$ cat src/rtl/b12_pkg.sv
// Shared definitions for the b12 game and its automatic player:
// state encoding, LED/key polarity and colour helpers.
package b12_pkg;

  localparam int unsigned MAX_ROUNDS = 32;
  localparam int unsigned NCOLOURS   = 4;
  localparam int unsigned COLOUR_W   = 2;
  localparam int unsigned IDX_W      = 5;
  localparam int unsigned ROUND_W    = 6;
  localparam int unsigned CNT_W      = 8;

  localparam logic LED_ON = 1'b1;
  localparam logic KEY_ON = 1'b1;

  typedef enum logic [3:0] {
    S_IDLE,
    S_START,
    S_PW_ON,
    S_PW_OFF,
    S_R_PRESS,
    S_R_REL,
    S_W_END,
    S_WON,
    S_LOST,
    S_TIMEOUT
  } state_t;

  // Registered view of the game's lamps.
  typedef struct packed {
    logic [NCOLOURS-1:0] nl;
    logic                nloss;
  } game_in_t;

  function automatic logic [NCOLOURS-1:0] colour_onehot(input logic [COLOUR_W-1:0] c);
    logic [NCOLOURS-1:0] oh;
    oh    = '0;
    oh[c] = KEY_ON;
    return oh;
  endfunction

  // Lowest lit LED wins; the game never lights more than one during playback.
  function automatic logic [COLOUR_W-1:0] led_colour(input logic [NCOLOURS-1:0] leds);
    logic [COLOUR_W-1:0] c;
    c = '0;
    for (int i = NCOLOURS - 1; i >= 0; i--) begin
      if (leds[i] == LED_ON) c = COLOUR_W'(i);
    end
    return c;
  endfunction

  function automatic logic is_busy(input state_t s);
    return !(s inside {S_IDLE, S_WON, S_LOST, S_TIMEOUT});
  endfunction

endpackage

$ cat src/rtl/b12_seq_store.sv
// Colour sequence memory: 32 x 2-bit register file, one synchronous write
// port and one asynchronous read port. Contents are not reset.
module b12_seq_store
  import b12_pkg::*;
(
  input  logic                clock,
  input  logic                we,
  input  logic [IDX_W-1:0]    waddr,
  input  logic [COLOUR_W-1:0] wdata,
  input  logic [IDX_W-1:0]    raddr,
  output logic [COLOUR_W-1:0] rdata_c
);

  logic [COLOUR_W-1:0] mem [MAX_ROUNDS];

  always_ff @(posedge clock) begin
    if (we) mem[waddr] <= wdata;
  end

  assign rdata_c = mem[raddr];

endmodule

$ cat src/rtl/b12_autoplayer.sv
// Automatic opponent for the b12 memory game: memorises each colour the game
// plays back on nl and replays the sequence on k, one key per LED echo.
module b12_autoplayer #(
  parameter int unsigned TIMEOUT    = 255,
  parameter int unsigned MAX_ROUNDS = b12_pkg::MAX_ROUNDS
) (
  input  logic       clock,
  input  logic       reset,
  input  logic       go,
  input  logic       inject_err,
  input  logic [3:0] nl,
  input  logic       nloss,
  output logic       start,
  output logic [3:0] k,
  output logic       busy,
  output logic       won,
  output logic       lost,
  output logic       stall,
  output logic [5:0] round
);

  import b12_pkg::*;

  state_t                state, state_n;
  game_in_t              in_q, in_prev;
  logic [IDX_W-1:0]      idx, idx_n;
  logic [ROUND_W-1:0]    round_n;
  logic [CNT_W-1:0]      idle_cnt, idle_cnt_n;
  logic [NCOLOURS-1:0]   k_n;
  logic                  start_n, busy_n, won_n, lost_n, stall_n;

  logic                  mem_we_c;
  logic [COLOUR_W-1:0]   colour_c;
  logic [IDX_W-1:0]      raddr_c;
  logic [COLOUR_W-1:0]   rdata_c;
  logic [NCOLOURS-1:0]   key_c;

  assign colour_c = led_colour(in_q.nl);

  b12_seq_store u_store (
    .clock   (clock),
    .we      (mem_we_c),
    .waddr   (idx),
    .wdata   (colour_c),
    .raddr   (raddr_c),
    .rdata_c (rdata_c)
  );

  // Read the element the next press will use, so k appears on R_PRESS entry.
  always_comb begin
    raddr_c = idx;
    if (state == S_PW_OFF)     raddr_c = '0;
    else if (state == S_R_REL) raddr_c = idx + IDX_W'(1);
  end

  assign key_c = colour_onehot(COLOUR_W'(rdata_c + COLOUR_W'(inject_err)));

  // Next-state and registered-output logic.
  always_comb begin
    state_n    = state;
    idx_n      = idx;
    round_n    = round;
    k_n        = k;
    start_n    = 1'b0;
    won_n      = won;
    lost_n     = lost;
    stall_n    = stall;
    mem_we_c   = 1'b0;
    idle_cnt_n = idle_cnt;

    if (in_q != in_prev)                   idle_cnt_n = '0;
    else if (idle_cnt != CNT_W'(TIMEOUT))  idle_cnt_n = idle_cnt + CNT_W'(1);

    case (state)
      S_IDLE: begin
        if (go) begin
          state_n    = S_START;
          start_n    = 1'b1;
          idx_n      = '0;
          round_n    = '0;
          won_n      = 1'b0;
          lost_n     = 1'b0;
          stall_n    = 1'b0;
          idle_cnt_n = '0;
        end
      end
      S_START: begin
        state_n = S_PW_ON;
      end
      S_PW_ON: begin
        if (in_q.nl != '0) begin
          mem_we_c = 1'b1;
          state_n  = S_PW_OFF;
        end
      end
      S_PW_OFF: begin
        if (in_q.nl == '0) begin
          if (idx == round[IDX_W-1:0]) begin
            idx_n   = '0;
            k_n     = key_c;
            state_n = S_R_PRESS;
          end else begin
            idx_n   = idx + IDX_W'(1);
            state_n = S_PW_ON;
          end
        end
      end
      S_R_PRESS: begin
        if (in_q.nl != '0) begin
          k_n     = '0;
          state_n = S_R_REL;
        end
      end
      S_R_REL: begin
        if (in_q.nl == '0) begin
          if (idx == round[IDX_W-1:0]) begin
            idx_n   = '0;
            round_n = round + ROUND_W'(1);
            state_n = (round_n == ROUND_W'(MAX_ROUNDS)) ? S_W_END : S_PW_ON;
          end else begin
            idx_n   = idx + IDX_W'(1);
            k_n     = key_c;
            state_n = S_R_PRESS;
          end
        end
      end
      S_W_END, S_WON, S_LOST, S_TIMEOUT: begin
        state_n = state;
      end
      default: begin
        state_n = S_IDLE;
      end
    endcase

    // Loss, then win, then stall pre-empt any normal transition.
    if (is_busy(state)) begin
      if (in_q.nloss) begin
        state_n = S_LOST;
        lost_n  = 1'b1;
      end else if (in_q.nl == {NCOLOURS{LED_ON}}) begin
        state_n = S_WON;
        won_n   = 1'b1;
      end else if (idle_cnt == CNT_W'(TIMEOUT)) begin
        state_n = S_TIMEOUT;
        stall_n = 1'b1;
      end
    end

    if (state_n inside {S_WON, S_LOST, S_TIMEOUT}) k_n = '0;
    busy_n = is_busy(state_n);
  end

  always_ff @(posedge clock) begin
    if (reset) begin
      state    <= S_IDLE;
      in_q     <= '0;
      in_prev  <= '0;
      idx      <= '0;
      round    <= '0;
      idle_cnt <= '0;
      k        <= '0;
      start    <= 1'b0;
      busy     <= 1'b0;
      won      <= 1'b0;
      lost     <= 1'b0;
      stall    <= 1'b0;
    end else begin
      state    <= state_n;
      in_q     <= '{nl: nl, nloss: nloss};
      in_prev  <= in_q;
      idx      <= idx_n;
      round    <= round_n;
      idle_cnt <= idle_cnt_n;
      k        <= k_n;
      start    <= start_n;
      busy     <= busy_n;
      won      <= won_n;
      lost     <= lost_n;
      stall    <= stall_n;
    end
  end

endmodule

$ cat config.mk
export PLATFORM = sky130hd
export DESIGN_NAME = b12_autoplayer
export DESIGN_NICKNAME = d
export VERILOG_FILES = /design/src/rtl/b12_pkg.sv /design/src/rtl/b12_seq_store.sv /design/src/rtl/b12_autoplayer.sv
export SDC_FILE = /design/constraint.sdc
export NUM_CORES = 1
export LEC_CHECK = 0
export ABC_AREA = 1
export CAP_MARGIN = 20
export CORE_MARGIN = 2
export CORE_UTILIZATION = 50
export DETAILED_ROUTE_END_ITERATION = 10
export GPL_TIMING_DRIVEN = 0
export PLACE_DENSITY = 0.68
export SLEW_MARGIN = 20
export SYNTH_ARGS = -nofsm -noshare
export SYNTH_HDL_FRONTEND = slang
export SYNTH_HIERARCHICAL = 1
export SYNTH_SLANG_ARGS = --single-unit
export TNS_END_PERCENT = 1
$ cat constraint.sdc
create_clock -name clock -period 2.85 [get_ports clock]
set_input_delay 0.4275 -clock clock [delete_from_list [all_inputs] [get_ports clock]]
set_output_delay 0.4275 -clock clock [all_outputs]
set_load 0.05 [all_outputs]
======== Word-level counts from Yosys, hierarchy flattened ========
Memory sizes are Yosys's and may differ from the RTL's.
Index checks and enable logic that the tools add are counted.
storage, ports and cells
  flip-flop bits (word level) ............. 42
  RAM bits ................................ 64
  input bits .............................. 9
  output and inout bits ................... 15
  memories kept ........................... 1
operators by class
  add/subtract/negate cells ............... 4
  order comparisons ....................... 2
  equality and inequality tests ........... 26
  muxes and demuxes ....................... 59
  bitwise logic cells ..................... 1
  reduce and logical (&&, ||, !) cells .... 19
memory list
  memory       depth  width  rd ports  clocked after Yosys merged registers in  write ports  RTL line             source
  u_store.mem  32     2      1         0                                        1            b12_seq_store.sv:14  logic [COLOUR_W-1:0] mem [MAX_ROUNDS];
operators with widths
  operator                                                               number
  4-bit 2-to-1 mux                                                       14
  8-bit 2-to-1 mux                                                       4
  4-bit case mux with 7 select lines                                     1
  5-bit 2-to-1 mux                                                       5
  1-bit 2-to-1 mux                                                       21
  4-bit by 3-bit equality test with 1-bit output, second input constant  5
  4-bit equality test, second input constant                             5
  6-bit 2-to-1 mux                                                       3
  4-bit zero test                                                        3
  4-bit case mux with 3 select lines                                     1
  6-bit case mux with 2 select lines                                     1
  4-bit nonzero test                                                     3
  2-bit by 1-bit != test with 1-bit output, second input constant        5
  5-bit case mux with 2 select lines                                     1
  3-bit 2-to-1 mux                                                       3
  8-bit by 1-bit adder with 8-bit output, second input constant          1
  4-bit by 2-bit equality test with 1-bit output, second input constant  2
  8-bit equality test, second input constant                             1
  2-bit 2-to-1 mux                                                       4
  8-bit != test, second input constant                                   1
  6-bit by 1-bit adder with 6-bit output, second input constant          1
  6-bit equality test, second input constant                             1
  2-bit != test, second input constant                                   3
  6-bit AND reduction                                                    1
  17 further kinds                                                       21

======== Logic depth before layout (Yosys ltp) ========
Gate-level depths: netlist (run 1).
  depth in word-level cells ............... 13
  mapped depth ............................ 24
  gate-level depth less buffers ........... 22

======== Hierarchy ========
The synthesis (run 1) kept the hierarchy.
by module, submodules not included
  module          times used  cells each  area each (um^2)  seq. area each (um^2)
  b12_seq_store   1           267         2866.5            1921.8
  b12_autoplayer  1           336         2389.8            840.8

======== Worst setup path before layout (run 1) ========
OpenSTA, ideal clock, no wires.
  kind .................................... reg-to-reg
  start ................................... register state[2]
  end ..................................... register k[2]
  setup time .............................. 0.118 ns
  data arrival time ....................... 2.376 ns
  setup slack ............................. 0.356 ns
  stages on the path, launching flop included .. 25
  path through ............................ dfxtp_1 > inv_2 > nor2_4 > nand2_4 > inv_2 > nand2_1 > o21ai_0 > buf_6 > inv_8 > buf_12 > nand2_2 > nand3_1 > nand3_1 > nand2_1 > nand2_1 > nand2_1 > nand2_1 > nand2_1 > ha_1 > xnor2_1 > inv_1 > nand3_1 > nand2_1 > o21ai_0 > nor2_1
between the ends
  cells in the longest elaborated chain, start to end .. 12
  elaborated cells between the ends (all ways) .. 48
  classes of those cells .................. 1 x add/sub; 2 x order compare; 17 x eq/ne; 19 x mux; 8 x reduce/logical; 1 x memory
RTL lines
  element                                                                                                                                RTL line                                     source
  start: declaration                                                                                                                     b12_autoplayer.sv:24                         state_t state, state_n;
  start signal: assignment                                                                                                               b12_autoplayer.sv:168                        state <= state_n;
  4-bit by 3-bit equality test with 1-bit output                                                                                         b12_autoplayer.sv:53                         else if (state == S_R_REL) raddr_c = idx + IDX_W'(1);
  5-bit 2-to-1 mux                                                                                                                       b12_autoplayer.sv:53
  5-bit 2-to-1 mux (*)                                                                                                                   b12_autoplayer.sv:52                         if (state == S_PW_OFF) raddr_c = '0;
  named net raddr_c[0]                                                                                                                   b12_autoplayer.sv:34                         logic [IDX_W-1:0] raddr_c;
  memory 32 x 2 bit (*)                                                                                                                  --
  named net rdata_c[0]                                                                                                                   b12_autoplayer.sv:35                         logic [COLOUR_W-1:0] rdata_c;
  2-bit by 1-bit adder with 2-bit output (*)                                                                                             b12_autoplayer.sv:56                         assign key_c = colour_onehot(COLOUR_W'(rdata_c + COLOUR_W'(inject_err)));
  2-bit by 3-bit < comparator with 1-bit output (not written as such) or 2-bit by 1-bit >= comparator with 1-bit output (tied branches)  b12_pkg.sv:37                                oh[c] = KEY_ON;
  1-bit logical AND (not written as such)                                                                                                b12_pkg.sv:37
  1-bit 2-to-1 mux (not written as such)                                                                                                 b12_pkg.sv:37
  1-bit demux with 2-bit select (*)                                                                                                      b12_pkg.sv:37
  4-bit 2-to-1 mux (on tied branches)                                                                                                    b12_autoplayer.sv:116, b12_autoplayer.sv:98
  4-bit 2-to-1 mux (on tied branches)                                                                                                    b12_autoplayer.sv:115, b12_autoplayer.sv:97
  4-bit case mux with 3 select lines (*)                                                                                                 b12_autoplayer.sv:74                         case (state)
  end signal: assignment                                                                                                                 b12_autoplayer.sv:174                        k <= k_n;
  end: declaration                                                                                                                       b12_autoplayer.sv:14                         output logic [3:0] k,
The timed path passes the listed nets; every way through them passes the cells marked *. The select of a mux whose other input is x is not followed.
A chain may end at the register's enable or synchronous reset.

======== Worst setup path in the final report (run 1) ========
  start ................................... register state[2]
  end ..................................... register k[3]
The elaborated chain is that of the path after synthesis.

==> results of run 1 <==
[through the flow]
stage                     TNS [ps]  setup slack [ps]  instance area (µm²)  power [mW]  instances
after detailed placement    -693.9            -193.4                 5693       2.492        762
after global placement       -2867            -177.1                 5647       2.468        761
final                            0             168.1                 6061       3.340        786
after CTS                        0             1.511                 5886       3.335        778
after floorplan                  0             356.3                 5256       2.294        603
after global routing        -131.9            -35.84                 6061       3.493        786
[sequential cells by signal (all words and copies together) (netlist names)]
signal	cells
stall	1
idx	5
in_q	5
k	4
busy	1
state	4
lost	1
idle_cnt	8
in_prev	5
won	1
start	1
u_store/mem	64
round	6
[worst max-delay path, cell delays in order (launching register included)]
cell	delay [ps]
sky130_fd_sc_hd__dfxtp_4	370
sky130_fd_sc_hd__inv_2	50
sky130_fd_sc_hd__nor2_4	160
sky130_fd_sc_hd__nand2_4	140
sky130_fd_sc_hd__inv_8	100
sky130_fd_sc_hd__nand2_1	70
sky130_fd_sc_hd__o21ai_2	70
sky130_fd_sc_hd__buf_6	170
sky130_fd_sc_hd__inv_8	50
sky130_fd_sc_hd__buf_8	140
sky130_fd_sc_hd__nand2_1	100
sky130_fd_sc_hd__nand3_2	80
sky130_fd_sc_hd__nand3_2	70
sky130_fd_sc_hd__nand2_1	70
sky130_fd_sc_hd__nand2_1	60
sky130_fd_sc_hd__nand2_1	50
sky130_fd_sc_hd__nand2_1	70
sky130_fd_sc_hd__nand2_2	80
sky130_fd_sc_hd__ha_4	180
sky130_fd_sc_hd__xnor2_4	180
sky130_fd_sc_hd__inv_2	60
sky130_fd_sc_hd__nand3_1	70
sky130_fd_sc_hd__nand2_1	60
sky130_fd_sc_hd__o21ai_1	90
sky130_fd_sc_hd__nor2_1	50
[logic make-up (layout without fill, tap and decap cells)]
family | count (synthesis) | after routing
AO/OA/AOI/OAI | 51 | 51
XOR/XNOR | 8 | 8
adder cells (fa/ha/maj) | 4 | 4
buffers and inverters | 79 | 126
flip-flops | 106 | 106
AND/OR/NAND/NOR | 355 | 355
[power by group]
| group | switching (mW) | total, mW | internal, mW |
|---|---|---|---|
| registers | 0.0615 | 1.74 | 1.68 |
| logic | 0.492 | 0.740 | 0.248 |
| clock network | 0.504 | 0.855 | 0.350 |
| total | 1.06 | 3.34 | 2.28 |
[cell usage in the layout (no fill, tap or decap), drive strengths merged]
| cell | instances |
|---|---|
| a31oi | 1 |
| clkbuf | 15 |
| nand4 | 6 |
| or2 | 1 |
| a211oi | 5 |
| ha | 4 |
| and2 | 2 |
| a21oi | 20 |
| dfxtp | 42 |
| nand2 | 168 |
| a22o | 1 |
| nand3 | 84 |
| nand3b | 1 |
| clkdlybuf4s50 | 22 |
| nor2 | 82 |
| clkinv | 5 |
| xnor2 | 3 |
| clkinvlp | 1 |
| buf | 22 |
| inv | 61 |
| edfxtp | 64 |
| xor2 | 5 |
| o21ai | 18 |
| nor3b | 1 |
| o211ai | 1 |
| o22ai | 3 |
| nor3 | 9 |
| a2bb2oi | 2 |
| nor4 | 1 |
[cell usage after synthesis (4+ instances only)]
| master | instances | area [µm²] |
|---|---|---|
| sky130_fd_sc_hd__nand2_1 | 150 | 563.0 |
| sky130_fd_sc_hd__buf_6 | 9 | 101.4 |
| sky130_fd_sc_hd__o21ai_0 | 16 | 80.08 |
| sky130_fd_sc_hd__a21oi_1 | 19 | 95.09 |
| sky130_fd_sc_hd__xor2_1 | 5 | 43.79 |
| sky130_fd_sc_hd__nand4_1 | 5 | 31.28 |
| sky130_fd_sc_hd__nand3_2 | 5 | 50.05 |
| sky130_fd_sc_hd__nand3_1 | 79 | 395.4 |
| sky130_fd_sc_hd__nor2_1 | 76 | 285.3 |
| sky130_fd_sc_hd__nor3_1 | 6 | 30.03 |
| sky130_fd_sc_hd__inv_2 | 12 | 45.04 |
| sky130_fd_sc_hd__nor2_4 | 4 | 45.04 |
| sky130_fd_sc_hd__a211oi_2 | 4 | 50.05 |
| sky130_fd_sc_hd__inv_1 | 48 | 180.2 |
| sky130_fd_sc_hd__nand2_2 | 15 | 93.84 |
| sky130_fd_sc_hd__edfxtp_1 | 64 | 1922 |
| sky130_fd_sc_hd__dfxtp_1 | 42 | 840.8 |
| sky130_fd_sc_hd__ha_1 | 4 | 50.05 |
[layout make-up]
type,instances,share of cell area (%)
Tap cell,136,2.808
Sequential cell,106,45.75
Timing Repair Buffer,31,5.078
Clock inverter,3,0.4335
Clock buffer,13,2.457
Inverter,64,4.356
Multi-Input combinational cell,418,36.37
Buffer,15,2.746
[per-layer routing]
metal	GRT usage [%]	part of all wire, %
met4	8.813	1.8
met1	28.85	42
met3	3.679	5.5
met5	0	0
met2	36.22	50
[path summary, 6_finish.rpt]
check / from / end / slack, ps / cells past startpoint
min: reset / round[1] / 270 / 2
max: state[2] / k[3] / 170 / 24
min reg2reg: lost / lost / 480 / 2
max reg2reg: state[2] / k[3] / 170 / 24
[repair_timing]
action | CTS | global route
setup endpoints to repair | 4 | 4
gates resized for setup | 7 | 34
setup buffers | 0 | 8
pin swaps | 1 | 8
==> results.yml, run 1 <==
grt:
  grt_start_max_net_pins: 33
  via_count_of_the_first_global_routing_pass: 3966
  grt-ovfl-total: 0
  grt_use_total_pct: 21.93
  antenna_violations_before_repair: 0
  grt_first_pass_wirelength_mm: 19.15
sta:
  timing_worst_slew_pin_value_ps: 685.5
  hold_ws_ps: 270.0
  timing.max_slew.rel_slack_pct: 54.19
  clock-skew-final_ps: 13.58
  final_min_period_over_clock_period_pct: 94.10
  max_freq_mhz: 372.9
  finalMaxSlewViolations: 0
  count_of_final_hold_check_violations: 0
  timing.final.setup_violations: 0
  post-route-min-period_ps: 2682
placement:
  numPortBuffers: 22
  dp.final_hpwl_mm: 8.245
  routabilityCongestion: 0.8909
cts:
  clk_pin_slew_ps: 100
  hold_buffers: 0
  ctsRootBufferMaster: "sky130_fd_sc_hd__clkbuf_8"
  ctsHtreeMaxLevel: 3
  cts_tree: "built"
  clk-insertion-delay-late_ps: 370
  cts.sink_count: 106
  clock_buffers_created_by_tritoncts: 9
  ctsLongestPathBuffers: 2
routing:
  drtAntennaViolNets: 0
  dr_total_vias: 4181
  dr.pass1.iters: 4
  drc_errors: 0
  route.final.wire_length_mm: 11.88
  via_per_inst: 5.319
  initialDrtViolationCount: 264
  route.detailed.wl_per_inst_um: 15.11
cells_and_area:
  area.sequential_um2: 2773
  post-route-util_pct: 58.97
  fillerInstances: 952
  diodes: 0
  drive_above_1_share_pct: 17.69
  multi_input_comb_area_um2: 2205
  finish.net_count: 658
  layout-area-overhead-vs-synth_pct: 15.31
floorplanning:
  fp.dieH_um: 106.5
  die_area_um2: 11350
  number_of_top_level_pins: 24
  rows: 37
  starting_density_of_the_core_pct: 51.14
  die-width_um: 106.5
  core_area_um2: 10280
logic_synthesis:
  ys.warnings.count: 6
  muxShareOfSynthArea_pct: 0
  post_synth_fa_ha_maj_area_fraction_pct: 0.9522
  syn_area_per_cell_um2: 8.717
  yosys.area_share.simple_pct: 31.28
  ys_dominant_reg_cell: "sky130_fd_sc_hd__edfxtp_1"
  yosys.area_share.xor_xnor_pct: 1.333
  mappedNetlistNets: 616
  seq_area_frac_synth_pct: 52.56
  synth_enable_flop_cells: 64
  synth_cell_types: 43
  synth_compound_area_share_pct: 6.332
  syn_area_um2: 5256
  synthesis_stage_register_bit_count: 106
  cells_after_synthesis: 603
  ys_async_sr_fraction_pct: 0
  synth_top_family_by_area: "simple AND/OR/NAND/NOR gates"
pwr:
  p_leak_nw: 2.344
  cellPowerDensity_nw_per_um2: 551.0
  vdd_ir_drop_max_mv: 0.3493
setup_path:
  worst-setup-path-type: "reg2reg"
  critPathRequiredTime_ps: 3120
  endpoint_kind: "flop"
  critPathLaunchType: "flop"
  path_max_fanout: 10
  worst-endpoint-arrival_ps: 2950
min_path:
  hold_path.class: "in2reg"
outcome:
  status: "finished clean"
job:
  maxCapViolations: 0
No activity file was read; power rests on OpenSTA's default activity.
==> run 2: changes to the inputs <==
--- a/config.mk
+++ b/config.mk
@@ -12,4 +12,4 @@
 export DETAILED_ROUTE_END_ITERATION = 10
+export DONT_BUFFER_PORTS = 1
 export GPL_TIMING_DRIVEN = 0
-export PLACE_DENSITY = 0.68
 export SLEW_MARGIN = 20
--- a/constraint.sdc
+++ b/constraint.sdc
@@ -3,2 +3,2 @@
 set_output_delay 0.4275 -clock clock [all_outputs]
-set_load 0.05 [all_outputs]
+set_load 0.01 [all_outputs]
==> run 2 against run 1 <==
- critical path depth did not move
- wire length rose by 1.8%
- via count fell by 2.3%
- register-to-register slack barely moved
- count of clock-buffer cells in the layout fell by 3
- fmax rose by 0.28%
==> results.yml, run 2 (synthesis results as in run 1) <==
outcome:
  status: "finished clean"
sta:
  final_min_period_over_clock_period_pct: 93.84
  rsz_0062_raised_after_global_routing: "true"
  count_of_final_hold_check_violations: 0
  final.setup.tns_ps: 0
  finalMaxSlewViolations: 0
  max_freq_mhz: 373.9
  setup_ws_final_ps: 175.5
  post-route-min-period_ps: 2674
  clock-skew-final_ps: 14.31
  hold_ws_ps: 143.3
  timing.max_slew.rel_slack_pct: 53.99
  timing.final.setup_violations: 0
  timing_worst_slew_pin_value_ps: 688.5
cts:
  cts.sink_count: 106
  clk_pin_slew_ps: 110
  cts_tree: "built"
  ctsLongestPathBuffers: 2
  clk-insertion-delay-late_ps: 380
  ctsHtreeMaxLevel: 3
  clock_buffers_created_by_tritoncts: 9
  ctsRootBufferMaster: "sky130_fd_sc_hd__clkbuf_8"
floorplanning:
  fp.dieH_um: 106.5
  die-width_um: 106.5
  core_area_um2: 10280
  die_area_um2: 11350
  rows: 37
  starting_density_of_the_core_pct: 51.14
  number_of_top_level_pins: 24
cells_and_area:
  registers.top_by_ff_count: "u_store/mem"
  largest_register_ff_count: 64
  mostFrequentLayoutCells: "148 x sky130_fd_sc_hd__nand2_1, 75 x sky130_fd_sc_hd__nor2_1, 67 x sky130_fd_sc_hd__nand3_1"
  most_common_cell_after_layout_fill_and_taps_aside: "sky130_fd_sc_hd__nand2_1"
  fillerInstances: 969
  finish.net_count: 648
  diodes: 0
  layout-area-overhead-vs-synth_pct: 13.33
  drive_above_1_share_pct: 21.25
  top_regs: "u_store/mem (64), idle_cnt (8), round (6)"
grt:
  antenna_violations_before_repair: 0
  grt-ovfl-total: 0
  grt_first_pass_wirelength_mm: 19.47
  grt_use_total_pct: 22.22
  grt_start_max_net_pins: 33
  via_count_of_the_first_global_routing_pass: 4050
setup_path:
  critPathRequiredTime_ps: 3140
  worst_r2r_startpoint: "state[2]"
  crit_path_start: "state[2]"
  worst-setup-path-type: "reg2reg"
  path_max_fanout: 10
  timing.reg2reg.setup_slack_ps: 180
  worst-endpoint-arrival_ps: 2970
  critPathLaunchType: "flop"
  endpoint_kind: "flop"
routing:
  drtAntennaViolNets: 0
  initialDrtViolationCount: 168
  route.detailed.wl_per_inst_um: 15.59
  dr_total_vias: 4084
  drc_errors: 0
  dr.pass1.iters: 5
  via_per_inst: 5.263
  route.final.wire_length_mm: 12.10
pwr:
  p_leak_nw: 2.346
  vdd_ir_drop_max_mv: 0.2770
  cellPowerDensity_nw_per_um2: 542.3
placement:
  numPortBuffers: 0
  routabilityCongestion: 0.7715
  dp.final_hpwl_mm: 8.411
  detailedPlace.worstSlack_ps: -184.0
job:
  maxCapViolations: 0
min_path:
  min-delay-start: "nloss"
  hold_path.class: "in2reg"
## run 2: routing by layer
metal  share of wire, %  track usage (%)
met1                 42            26.47
met2                 52            39.97
met3                4.1            3.801
met4                2.5            8.534
met5                  0                0
## run 2: cell type report
class	count	area [µm²]	area share [%]
plain buffers	15	158.9	2.668
flip-flops and latches	106	2781	46.69
clock inverters	6	56.30	0.9452
well taps	136	170.2	2.857
multi-input cells	418	2206	37.03
inverters	64	264.0	4.432
clock buffers	10	137.6	2.310
repair buffers	21	182.7	3.067
## run 2: critical path: stages, from the launching register on
cell                      delay, ps
sky130_fd_sc_hd__dfxtp_4        380
sky130_fd_sc_hd__inv_2           50
sky130_fd_sc_hd__nor2_4         130
sky130_fd_sc_hd__nand2_4        130
sky130_fd_sc_hd__inv_8           90
sky130_fd_sc_hd__nand2_1         60
sky130_fd_sc_hd__o21ai_2         70
sky130_fd_sc_hd__buf_6          180
sky130_fd_sc_hd__inv_8           50
sky130_fd_sc_hd__buf_6          140
sky130_fd_sc_hd__nand2_1         70
sky130_fd_sc_hd__nand3_1         90
sky130_fd_sc_hd__nand3_2        100
sky130_fd_sc_hd__nand2_1         50
sky130_fd_sc_hd__nand2_1         60
sky130_fd_sc_hd__nand2_1         60
sky130_fd_sc_hd__nand2_1         60
sky130_fd_sc_hd__nand2_1         70
sky130_fd_sc_hd__ha_2           180
sky130_fd_sc_hd__xnor2_2        160
sky130_fd_sc_hd__inv_1           90
sky130_fd_sc_hd__nand3_1         80
sky130_fd_sc_hd__nand2_1         60
sky130_fd_sc_hd__o21ai_1         90
sky130_fd_sc_hd__nor2_1          60
## run 2: path summary, 6_finish.rpt
path	end	cells past startpoint
hold reg to reg	idle_cnt[0]	1
setup reg to reg	k[3]	24
hold / removal	in_q[0]	2
setup / recovery	k[3]	24
## run 2: what timing repair did
item,CTS,global route
pin swaps,0,7
hold buffers,0,0
setup endpoints to repair,4,4
setup buffers,1,18
gates resized for setup,8,39
gates cloned,0,1
## run 2: per-stage QoR
stage	instances	cell area (µm²)	utilization [%]	power, mW
after floorplan	603	5256	-	2.202
after global placement	739	5426	52.80	2.319
after detailed placement	740	5460	53.13	2.335
after CTS	757	5679	55.26	3.239
after global routing	776	5957	57.96	3.382
final	776	5957	57.96	3.230
## run 2: where the power goes
group | switching [mW] | internal (mW)
clock network | 0.557 | 0.361
registers | 0.0808 | 1.68
logic | 0.364 | 0.185
